==> config.mk <==
export PLATFORM = sky130hd
export DESIGN_NAME = llr_pack_writer
export DESIGN_NICKNAME = d
export VERILOG_FILES = /design/src/rtl/ldpc_pkg.sv /design/src/rtl/llr_lane_pack.sv /design/src/rtl/llr_pack_writer.sv
export SDC_FILE = /design/constraint.sdc
export NUM_CORES = 1
export LEC_CHECK = 0
export ABC_CLOCK_PERIOD_IN_PS = 2700
export BUFFER_PORTS_ARGS = -buffer_cell sky130_fd_sc_hd__buf_2
export CAP_MARGIN = 10
export CORE_UTILIZATION = 45
export CTS_BUF_LIST = sky130_fd_sc_hd__clkbuf_2 sky130_fd_sc_hd__clkbuf_4 sky130_fd_sc_hd__clkbuf_8
export DETAILED_ROUTE_END_ITERATION = 12
export GPL_ROUTABILITY_DRIVEN = 0
export PLACE_DENSITY = 0.66
export SETUP_SLACK_MARGIN = 0.05
export SKIP_CTS_REPAIR_TIMING = 1
export SYNTH_ARGS = -nofsm -noshare
export SYNTH_HDL_FRONTEND = slang
export SYNTH_HIERARCHICAL = 1
export SYNTH_SLANG_ARGS = --single-unit
==> constraint.sdc <==
create_clock -name clk -period 2.7 [get_ports clk]
set_input_delay 0.27 -clock clk [delete_from_list [all_inputs] [get_ports clk]]
set_output_delay 0.27 -clock clk [all_outputs]
set_load 0.1 [all_outputs]
==> src/rtl/ldpc_pkg.sv <==
// Shared LDPC front-end constants: default widths, code-rate selectors and
// the writer FSM state encoding.
package ldpc_pkg;

    localparam int LDPC_D_WID = 6;
    localparam int LDPC_A_WID = 8;

    localparam logic RATE_0 = 1'b0;
    localparam logic RATE_1 = 1'b1;

    localparam logic [1:0] ST_IDLE = 2'd0;
    localparam logic [1:0] ST_LOAD = 2'd1;
    localparam logic [1:0] ST_WAIT = 2'd2;

endpackage

==> src/rtl/llr_lane_pack.sv <==
// Collects serial LLRs into N_LANE lanes; word presents the completed word
// (including the LLR arriving this cycle) while word_rdy is high.
module llr_lane_pack
    import ldpc_pkg::*;
#(
    parameter int D_WID  = LDPC_D_WID,
    parameter int N_LANE = 4
) (
    input  logic                      clk,
    input  logic                      reset_n,
    input  logic                      clr,
    input  logic                      push,
    input  logic [D_WID-1:0]          din,
    output logic [N_LANE*D_WID-1:0]   word,
    output logic                      word_rdy
);

    localparam int L_WID = $clog2(N_LANE);

    logic [D_WID-1:0] lanes_q [N_LANE];
    logic [D_WID-1:0] lanes_d [N_LANE];
    logic [L_WID-1:0] lane_cnt_q;
    logic [L_WID-1:0] lane_cnt_d;

    always_comb begin
        lanes_d    = lanes_q;
        lane_cnt_d = lane_cnt_q;
        if (clr) begin
            lane_cnt_d = '0;
        end else if (push) begin
            lanes_d[lane_cnt_q] = din;
            // N_LANE is a power of two, so the wrap gives modulo N_LANE
            lane_cnt_d = lane_cnt_q + 1'b1;
        end
    end

    assign word_rdy = push && !clr && (lane_cnt_q == L_WID'(N_LANE - 1));

    always_comb begin
        word = '0;
        for (int i = 0; i < N_LANE; i++) begin
            word[i*D_WID +: D_WID] = lanes_d[i];
        end
    end

    always_ff @(posedge clk or negedge reset_n) begin
        if (!reset_n) begin
            lane_cnt_q <= '0;
            for (int i = 0; i < N_LANE; i++) begin
                lanes_q[i] <= '0;
            end
        end else begin
            lane_cnt_q <= lane_cnt_d;
            lanes_q    <= lanes_d;
        end
    end

endmodule

==> src/rtl/llr_pack_writer.sv <==
// Packs serial LLRs into RAM words and writes whole frames into two
// ping-pong banks, stalling while the target bank is still held by the decoder.
//
// state | meaning
// IDLE  | load disabled, nothing accepted
// LOAD  | accepting LLRs into wr_bank
// WAIT  | wr_bank full, waiting for the decoder to release it
module llr_pack_writer
    import ldpc_pkg::*;
#(
    parameter int D_WID    = LDPC_D_WID,
    parameter int A_WID    = LDPC_A_WID,
    parameter int N_LANE   = 4,
    parameter int WORDS_R0 = 192,
    parameter int WORDS_R1 = 144
) (
    input  logic                      clk,
    input  logic                      reset_n,
    input  logic                      load_en,
    input  logic                      code_rate,
    input  logic                      sync_in,
    input  logic [D_WID-1:0]          data_in,
    input  logic                      rel_valid,
    input  logic                      rel_bank,
    output logic                      ram_wr,
    output logic                      ram_bank,
    output logic [A_WID-1:0]          ram_addr,
    output logic [N_LANE*D_WID-1:0]   ram_d,
    output logic                      frame_done,
    output logic [1:0]                bank_full,
    output logic                      ovf_err
);

    localparam logic [A_WID-1:0] LAST_R0 = A_WID'(WORDS_R0 - 1);
    localparam logic [A_WID-1:0] LAST_R1 = A_WID'(WORDS_R1 - 1);

    logic [1:0]              state_q, state_d;
    logic                    wr_bank_q, wr_bank_d;
    logic [A_WID-1:0]        word_cnt_q, word_cnt_d;
    logic                    rate_q, rate_d;
    logic                    frame_active_q, frame_active_d;
    logic                    ram_wr_q, ram_wr_d;
    logic                    ram_bank_q, ram_bank_d;
    logic [A_WID-1:0]        ram_addr_q, ram_addr_d;
    logic [N_LANE*D_WID-1:0] ram_d_q, ram_d_d;
    logic                    frame_done_q, frame_done_d;
    logic [1:0]              bank_full_q, bank_full_d;
    logic                    ovf_err_q, ovf_err_d;

    logic                    push;
    logic                    word_rdy;
    logic [N_LANE*D_WID-1:0] word;
    logic                    last_word;
    logic                    set_full;

    assign push = load_en && (state_q == ST_LOAD) && sync_in;

    llr_lane_pack #(
        .D_WID  (D_WID),
        .N_LANE (N_LANE)
    ) u_lane_pack (
        .clk      (clk),
        .reset_n  (reset_n),
        .clr      (!load_en),
        .push     (push),
        .din      (data_in),
        .word     (word),
        .word_rdy (word_rdy)
    );

    // rate_q is always latched by the frame's first LLR, which precedes its first word
    assign last_word = (word_cnt_q == ((rate_q == RATE_1) ? LAST_R1 : LAST_R0));
    assign set_full  = word_rdy && last_word;

    always_comb begin
        state_d        = state_q;
        wr_bank_d      = wr_bank_q;
        word_cnt_d     = word_cnt_q;
        rate_d         = rate_q;
        frame_active_d = frame_active_q;
        ram_wr_d       = 1'b0;
        ram_bank_d     = ram_bank_q;
        ram_addr_d     = ram_addr_q;
        ram_d_d        = ram_d_q;
        frame_done_d   = 1'b0;
        bank_full_d    = bank_full_q;
        ovf_err_d      = ovf_err_q;

        if (push && !frame_active_q) begin
            rate_d         = code_rate;
            frame_active_d = 1'b1;
        end

        if (word_rdy) begin
            ram_wr_d   = 1'b1;
            ram_d_d    = word;
            ram_addr_d = word_cnt_q;
            ram_bank_d = wr_bank_q;
            if (last_word) begin
                frame_done_d   = 1'b1;
                wr_bank_d      = ~wr_bank_q;
                word_cnt_d     = '0;
                frame_active_d = 1'b0;
            end else begin
                word_cnt_d = word_cnt_q + 1'b1;
            end
        end

        // set is applied after release so it wins on a same-bank collision
        if (rel_valid) begin
            bank_full_d[rel_bank] = 1'b0;
        end
        if (set_full) begin
            bank_full_d[wr_bank_q] = 1'b1;
        end

        case (state_q)
            ST_IDLE: begin
                if (load_en) begin
                    state_d = bank_full_q[wr_bank_q] ? ST_WAIT : ST_LOAD;
                end
            end
            ST_LOAD: begin
                if (set_full && bank_full_d[~wr_bank_q]) begin
                    state_d = ST_WAIT;
                end
            end
            ST_WAIT: begin
                if (sync_in) begin
                    ovf_err_d = 1'b1;
                end
                if (!bank_full_q[wr_bank_q]) begin
                    state_d = ST_LOAD;
                end
            end
            default: state_d = ST_IDLE;
        endcase

        if (!load_en) begin
            state_d        = ST_IDLE;
            word_cnt_d     = '0;
            frame_active_d = 1'b0;
            ovf_err_d      = 1'b0;
        end
    end

    always_ff @(posedge clk or negedge reset_n) begin
        if (!reset_n) begin
            state_q        <= ST_IDLE;
            wr_bank_q      <= 1'b0;
            word_cnt_q     <= '0;
            rate_q         <= RATE_0;
            frame_active_q <= 1'b0;
            ram_wr_q       <= 1'b0;
            ram_bank_q     <= 1'b0;
            ram_addr_q     <= '0;
            ram_d_q        <= '0;
            frame_done_q   <= 1'b0;
            bank_full_q    <= 2'b00;
            ovf_err_q      <= 1'b0;
        end else begin
            state_q        <= state_d;
            wr_bank_q      <= wr_bank_d;
            word_cnt_q     <= word_cnt_d;
            rate_q         <= rate_d;
            frame_active_q <= frame_active_d;
            ram_wr_q       <= ram_wr_d;
            ram_bank_q     <= ram_bank_d;
            ram_addr_q     <= ram_addr_d;
            ram_d_q        <= ram_d_d;
            frame_done_q   <= frame_done_d;
            bank_full_q    <= bank_full_d;
            ovf_err_q      <= ovf_err_d;
        end
    end

    assign ram_wr     = ram_wr_q;
    assign ram_bank   = ram_bank_q;
    assign ram_addr   = ram_addr_q;
    assign ram_d      = ram_d_q;
    assign frame_done = frame_done_q;
    assign bank_full  = bank_full_q;
    assign ovf_err    = ovf_err_q;

endmodule

# After elaboration in Yosys (flattened, before gate mapping)

Index checks and enable logic that the tools add are counted.

Add/subtract/negate cells: 2
Multipliers: 0
Divide/modulo/power cells: 0
Magnitude comparators: 7
Equal/unequal tests: 10
Shift operators: 0
Mux-type cells: 36
Bitwise gates (word level): 5
Reduce and logical (&&, ||, !) cells: 15

Operator list:

| kind                                                       | number |
|---|---|
| 2-to-1 mux 24 bit                                          | 2 |
| bitwise mux 24 bit                                         | 1 |
| 2-to-1 mux 8 bit                                           | 3 |
| 2-to-1 mux 1 bit                                           | 16 |
| 2-to-1 mux 2 bit                                           | 8 |
| demux 6 bit (select 2 bit)                                 | 1 |
| 2-to-1 mux 6 bit                                           | 2 |
| logical AND 1 bit                                          | 10 |
| adder 8 x 1 -> 8 bit, second input constant                | 1 |
| == test 8 bit                                              | 1 |
| inequality test 2 x 1 -> 1 bit, second input constant      | 4 |
| less-than comparator 1 x 2 -> 1 bit, second input constant | 3 |
| case mux 2 bit (3 select lines)                            | 1 |
| AND reduction 2 bit                                        | 3 |
| == test 2 bit, second input constant                       | 2 |
| >= comparator 3 bit, second input constant                 | 1 |
| less-than comparator 3 x 1 -> 1 bit, second input constant | 1 |
| inequality test 3 x 2 -> 1 bit, second input constant      | 1 |
| inequality test 3 bit, second input constant               | 1 |
| NOT 2 -> 3 bit                                             | 1 |
| adder 2 x 1 -> 2 bit, second input constant                | 1 |
| AND 2 bit                                                  | 1 |
| demux 1 bit (select 1 bit)                                 | 2 |
| == test 2 x 1 -> 1 bit, second input constant              | 1 |
| 6 further kinds                                            | 7 |

Register bits: 77
Latch bits: 0
Memory bits (writable): 0
Memory bits (read-only): 0
Input bits: 13
Output and inout port bits: 38
Memories: 0

# Depth between registers and ports, before layout

Gate-level depths: netlist (run 1).

Word-level depth: 15
Gate-level depth with buffers: 8

# Cells and area by module

The synthesis (run 1) kept the hierarchy.

Modules (own cells, without submodules):

| module          | instances | cells an instance | area each (µm²) | seq. area each (µm²) |
|---|---|---|---|---|
| llr_pack_writer | 1         | 157               | 2120.8          | 1276.2 |
| llr_lane_pack   | 1         | 66                | 1122.3          | 650.6 |

# Worst setup path after synthesis (run 1)

Ideal clock, no wire load.

Kind: reg-to-reg
From: register state_q[1]
To: register ram_addr_q[7] (netlist: ram_addr[7])
Arrival: 2.138 ns
Slack: 0.437 ns
Cell stages (with the launch flop): 8
Path buffers: 3
Period minus slack after synthesis: 2.263 ns
Cell sequence: dfrtp_1 > and4b_1 > buf_6 > nand3b_4 > inv_1 > clkbuf_1 > buf_1 > mux2_2

Word-level cells in the longest chain between the ends: 5

RTL lines:

| what                           | line                   | text |
|---|---|---|
| from (decl)                    | llr_pack_writer.sv:37  | `logic [1:0] state_q, state_d;` |
| from (signal assigned)         | llr_pack_writer.sv:162 | `state_q <= state_d;` |
| == test 2 x 1 -> 1 bit         | llr_pack_writer.sv:56  | `assign push = load_en && (state_q == ST_LOAD) && sync_in;` |
| logical AND 1 bit (2 in a row) | llr_pack_writer.sv:56  |  |
| named net push                 | llr_pack_writer.sv:50  | `logic push;` |
| logical AND 1 bit (2 in a row) | llr_lane_pack.sv:37    | `assign word_rdy = push && !clr && (lane_cnt_q == L_WID'(N_LANE - 1));` |
| to (signal assigned)           | llr_pack_writer.sv:169 | `ram_addr_q <= ram_addr_d;` |
| to (decl)                      | llr_pack_writer.sv:44  | `logic [A_WID-1:0] ram_addr_q, ram_addr_d;` |

The timed path passes the listed nets, and every way through them passes these cells.
A chain may end at the register's enable or synchronous reset.

# Worst setup path in the final report (run 1)

From: register state_q[1]
To: register bank_full_q[1] (netlist: bank_full[1])

Word-level cells in the longest chain between the ends: 7

RTL lines:

| what                           | line                   | text |
|---|---|---|
| == test 2 x 1 -> 1 bit         | llr_pack_writer.sv:56  |  |
| logical AND 1 bit (2 in a row) | llr_pack_writer.sv:56  |  |
| named net push                 | llr_pack_writer.sv:50  |  |
| logical AND 1 bit (2 in a row) | llr_lane_pack.sv:37    |  |
| logical AND 1 bit              | llr_pack_writer.sv:73  | `assign set_full = word_rdy && last_word;` |
| 2-to-1 mux 2 bit               | llr_pack_writer.sv:113 | `if (set_full) begin` |
| named net bank_full_d[1]       | llr_pack_writer.sv:47  | `logic [1:0] bank_full_q, bank_full_d;` |
| to (signal assigned)           | llr_pack_writer.sv:172 | `bank_full_q <= bank_full_d;` |
| to (decl)                      | llr_pack_writer.sv:47  |  |

The timed path passes the listed nets, and every way through them passes these cells.

==> impl_metrics.env, run 1 <==
export IMPL_status="finished, final reports clean"
export IMPL_setup_viol=0
export IMPL_end_kind="flip-flop"
export IMPL_hp_class="input pin to async pin"
export IMPL_path_max_fanout=7
export IMPL_synth_nets=241
export IMPL_power_total_mw=2.26
export IMPL_drtAntennaViolNets=0
export IMPL_final_min_clock_period_ns=2.11
export IMPL_tns_ns=0
export IMPL_die_y_um=86.9
export IMPL_dpl_hpwl_mm=3.72
export IMPL_numPortBuffers=50
export IMPL_cts_root_buf="clkbuf_8"
export IMPL_multi_input_area_mm2=0.00124
export IMPL_worst_setup_path_start_kind="flip-flop"
export IMPL_cts_htree_levels=3
export IMPL_drt_iter0_drc=59
export IMPL_max_freq_mhz=475
export IMPL_postSynthAreaPerCell_um2=14.5
export IMPL_synth_ff_latch_count=77
export IMPL_grt_max_degree=78
export IMPL_max_stage_delay_ns=0.43
export IMPL_drive_gt1_frac=0.467
export IMPL_rsz0062_at_grt="false"
export IMPL_finalWirelength_mm=5.66
export IMPL_cp_arrival_ns=2.38
export IMPL_critPathKind="flip-flop to flip-flop"
export IMPL_final_nets=298
export IMPL_reg2regPathDepth=7
export IMPL_numCtsBuffers=9
export IMPL_antenna_found_initial=0
export IMPL_netlist_top_cells_area="dfrtp_1 59%, mux2_2 18%, mux2_4 2.8%, nand3b_4 2.5%, ha_1 1.9%"
export IMPL_cts_buffer_depth=2
export IMPL_tightest_slew_ns=0.935
export IMPL_area_growth_pct=17.7
export IMPL_synth_area_mm2=0.00324
export IMPL_cp_required_ns=2.97
export IMPL_clk_pin_slew_ns=0.08
export IMPL_yosys_warnings=6
export IMPL_synth_edff_count=0
export IMPL_rr_endpoint="bank_full[1]"
export IMPL_crit_top_cell="inv_1"
export IMPL_dieWidth_um=86.9
export IMPL_critPathSlowestCell="a2111o_1"
export IMPL_reg2reg_from="state_q[1]"
export IMPL_core_rowCount=30
export IMPL_clkLatencyLatePin_ns=0.34
export IMPL_pin_count=51
export IMPL_vias=1902
export IMPL_hold_viol_final=0
export IMPL_cap_viol_max_count=0
export IMPL_viasPerCell=4.99
export IMPL_grt_usage=0.170
export IMPL_seq_area_frac_synth=0.594
export IMPL_worstPathCellList="and4b_1, nand3b_4, inv_1, nand2_1, a2111o_1, inv_1, a22o_1"
export IMPL_drc=0
export IMPL_initial_core_util=0.472
export IMPL_coreArea_mm2=0.00687
export IMPL_leakage_nw=2.06
export IMPL_routedWlPerCell_um=14.9
export IMPL_async_reset_ff_frac=1.00
export IMPL_finalClockSkew_ns=0.00754
export IMPL_cts_sinks=77
export IMPL_drt_first_pass_iters=4
export IMPL_yosysMostFrequentCell="dfrtp_1"
export IMPL_cts_tree="built"
export IMPL_synth_top_area_cell="dfrtp_1"
export IMPL_r2r_slack_ns=0.59
export IMPL_grt_pass1_vias=1828
export IMPL_synth_common_cells="77 x dfrtp_1, 53 x mux2_2, 8 x nor2_1, 7 x inv_1, 6 x mux2_4"
export IMPL_synth_top_area_frac=0.594
export IMPL_synth_distinct_cells=38
export IMPL_seqCellArea_mm2=0.00193
export IMPL_num_fill_cells=590
export IMPL_grt_pass1_wl_mm=9.56
export IMPL_min_period_over_period=0.780
export IMPL_synthCells=223
export IMPL_synth_ff_type="dfrtp_1"
export IMPL_irDropWorstVdd_uv=243
export IMPL_dieArea_mm2=0.00755
export IMPL_n_antenna_cell=0
export IMPL_slew_viol_final=0
export IMPL_grt_overflow_total=0
export IMPL_slew_headroom=0.377
export IMPL_p_per_area_mw_per_mm2=593
per-stage QoR:
stage,setup WS (ns),instance area [µm²],utilization,hold WS [ns],instances
3_3_place_gp,0.632,3600,0.524,0.475,365
3_5_place_dp,0.594,3600,0.524,0.478,365
5_1_grt,0.443,3820,0.556,0.162,381
4_1_cts,0.596,3820,0.556,0.100,381
2_1_floorplan,0.437,3240,-,-0.0256,223
6_report,0.595,3820,0.556,0.0715,381
metal layers:
layer / share of wire / wire length (µm) / global-route usage
met4: 0.019 / 108 / 0.0864
met3: 0.029 / 163 / 0.0294
met5: 0 / 0 / 0
met2: 0.45 / 2530 / 0.235
met1: 0.51 / 2860 / 0.255
power by group:
part	switching, mW	internal [mW]
combinational	0.0669	0.0529
sequential	0.0137	1.19
clock	0.407	0.529
layout by cell type (no fill, tap or decap), types with 4 or more instances in the layout:
cell type	synthesis	routed
dfrtp_1	77	77
mux2_2	53	53
buf_2	0	49
clkbuf_8	0	9
nor2_1	8	8
inv_1	7	7
mux2_4	6	6
nand2_1	5	5
ha_1	5	5
buf_4	0	5
nor2b_1	4	4
nand3b_4	4	4
registers in the layout, indices dropped and copies added, names as in the netlist, 2 cells and up:
signal / cells
bank_full: 2
ram_addr: 8
ram_d: 24
state_q: 2
u_lane_pack/lane_cnt_q: 2
u_lane_pack/lanes_q: 24
word_cnt_q: 8
worst max path at each step:
stage / start / to / slack (ns) / cells past startpoint
after global placement: load_en / state_q[0] / 0.63 / 7
after floorplan: state_q[1] / ram_addr[7] / 0.44 / 7
final: state_q[1] / bank_full[1] / 0.59 / 7
after global routing: state_q[1] / bank_full[1] / 0.44 / 7
after CTS: state_q[1] / bank_full[1] / 0.60 / 7
after detailed placement: load_en / state_q[0] / 0.59 / 7
cells by family after synthesis:
family	after synthesis	share of synthesized area
buffers and inverters	15	0.0224
DFF	77	0.594
xor gates and xnor gates	5	0.0135
muxes	62	0.221
adders and majority gates	5	0.0193
and+or+nand+nor	44	0.0938
AOI/OAI and AO/OA	15	0.0359
final cells by class:
cell class	count	area share
clock buffer	10	0.0344
clock inverter	6	0.0229
inverter	7	0.00688
multi-input combinational	131	0.326
sequential	77	0.505
tap	96	0.0315
timing repair buffer	54	0.0740
critical path, delay by kind of cell, from the launching register on:
kind / cells / cell delay, ns
buf+inv: 2 / 0.40
simple gates: 3 / 0.62
flops: 1 / 0.40
compound gates: 2 / 0.61
(Power assumes the default switching activity.)
==> run 2: changes to the inputs <==
Settings changed: ABC_CLOCK_PERIOD_IN_PS 2700 to 2200.
Clock period 2.7 ns to 2.2 ns, I/O delays scaled along.
==> impl_metrics.env, run 2 (synthesized netlist as in run 1, its figures left out) <==
export IMPL_setup_viol=0
export IMPL_antenna_found_initial=0
export IMPL_grt_usage=0.171
export IMPL_grt_max_degree=44
export IMPL_worst_setup_path_start_kind="flip-flop"
export IMPL_min_period_over_period=0.881
export IMPL_numPortBuffers=50
export IMPL_cts_tree="built"
export IMPL_leakage_nw=2.08
export IMPL_viasPerCell=5.04
export IMPL_cts_htree_levels=3
export IMPL_p_sw_frac=0.230
export IMPL_drt_iter0_drc=108
export IMPL_layout_common_cells="77 x dfrtp_1, 53 x mux2_2, 49 x buf_2"
export IMPL_critPathSlowestCell="a2111o_1"
export IMPL_post_route_util=0.560
export IMPL_routedWlPerCell_um=14.7
export IMPL_drc=0
export IMPL_pin_count=51
export IMPL_cts_root_buf="clkbuf_8"
export IMPL_dieArea_mm2=0.00755
export IMPL_crit_buf_inv=1
export IMPL_n_antenna_cell=0
export IMPL_vias=1946
export IMPL_cts_sinks=77
export IMPL_numCtsBuffers=9
export IMPL_coreArea_mm2=0.00687
export IMPL_cp_arrival_ns=2.17
export IMPL_cts_buffer_depth=2
export IMPL_end_kind="flip-flop"
export IMPL_initial_core_util=0.472
export IMPL_seqCellArea_mm2=0.00193
export IMPL_clockPowerShare=0.400
export IMPL_finalWirelength_mm=5.66
export IMPL_slew_viol_final=0
export IMPL_core_rowCount=30
export IMPL_final_min_clock_period_ns=1.94
export IMPL_max_freq_mhz=516
export IMPL_worstPathCellList="and4b_1, nand3b_4, inv_1, nand2_1, a2111o_1, o311a_1"
export IMPL_grt_pass1_vias=1955
export IMPL_tightest_slew_ns=0.521
export IMPL_crit_family="compound AO/OA/AOI/OAI gates"
export IMPL_dieWidth_um=86.9
export IMPL_cap_viol_max_count=0
export IMPL_clk_pin_slew_ns=0.08
export IMPL_path_max_fanout=5
export IMPL_drive_gt1_frac=0.472
export IMPL_hp_class="input pin to flip-flop"
export IMPL_drt_first_pass_iters=4
export IMPL_num_fill_cells=587
export IMPL_p_sw_mw=0.626
export IMPL_p_per_area_mw_per_mm2=708
export IMPL_die_y_um=86.9
export IMPL_cp_required_ns=2.43
export IMPL_hold_viol_final=0
export IMPL_final_nets=303
export IMPL_status="finished, final reports clean"
export IMPL_stdcell_count=386
export IMPL_finalClockSkew_ns=0.00800
export IMPL_max_stage_delay_ns=0.43
export IMPL_final_common_cell="dfrtp_1"
export IMPL_clkLatencyLatePin_ns=0.34
export IMPL_dpl_hpwl_mm=3.94
export IMPL_slew_headroom=0.653
export IMPL_grt_pass1_wl_mm=9.58
export IMPL_multi_input_area_mm2=0.00124
export IMPL_post_place_cells=369
export IMPL_critPathKind="flip-flop to flip-flop"
export IMPL_area_growth_pct=18.7
export IMPL_irDropWorstVdd_uv=316
export IMPL_p_comb_frac=0.056
export IMPL_drtAntennaViolNets=0
export IMPL_p_int_mw=2.10
export IMPL_grt_overflow_total=0
export IMPL_p_seq_frac=0.544
export IMPL_rsz0062_at_grt="false"
export IMPL_tns_ns=0
-- run 2: cell types whose count changed in the layout (fill, tap and decap cells not counted) --
cell,before,now
buf_4,5,9
clkinv_4,0,2
bufinv_16,2,1
clkbuf_4,1,0
clkbuf_8,9,10
clkinv_2,1,0
clkinvlp_4,3,2
dlygate4sd3_1,0,1
inv_6,0,1
-- run 2: final timing paths --
kind / start / cells after the start / end / slack, ns
max: state_q[1] / 6 / state_q[0] / 0.26
min: code_rate / 2 / rate_q / 0.13
max reg2reg: state_q[1] / 6 / state_q[0] / 0.26
min reg2reg: u_lane_pack/lanes_q[2] / 1 / u_lane_pack/lanes_q[2] / 0.49
max in group asynchronous: reset_n / 3 / ram_d[8] / 1.21
min in group asynchronous: reset_n / 2 / word_cnt_q[1] / 0.40
-- run 2: routing by layer --
metal  track usage  routed length (µm)  up-vias
li1              -                   -      924
met1         0.243                2760      978
met2         0.248                2660       35
met3        0.0284                 144        9
met4        0.0970                  98        0
met5             0                   0        -
-- run 2: power groups by stage --
stage	Clock [mW]	Sequential, mW	Combinational, mW
2_1_floorplan	0	1.51	0.0854
3_3_place_gp	0	1.51	0.152
3_5_place_dp	0	1.51	0.155
4_1_cts	1.13	1.48	0.156
5_1_grt	1.19	1.49	0.174
6_report	1.09	1.48	0.153
-- run 2: cell type report --
| type | instances | share of cell area |
|---|---|---|
| Timing Repair Buffer | 59 | 0.0839 |
| Clock inverter | 6 | 0.0185 |
| Multi-Input combinational cell | 131 | 0.323 |
| Tap cell | 96 | 0.0312 |
| Inverter | 7 | 0.00683 |
| Clock buffer | 10 | 0.0358 |
| Sequential cell | 77 | 0.501 |
-- run 2: through the flow --
step | power [mW] | area [µm²] | hold WS (ns) | worst slack (ns)
2_1_floorplan | 1.59 | 3250 | -0.0756 | 0.0880
6_report | 2.72 | 3850 | 0.127 | 0.261
4_1_cts | 2.77 | 3840 | -0.152 | 0.244
5_1_grt | 2.85 | 3850 | 0.112 | 0.142
3_5_place_dp | 1.67 | 3630 | 0.238 | 0.263
3_3_place_gp | 1.66 | 3630 | 0.234 | 0.294
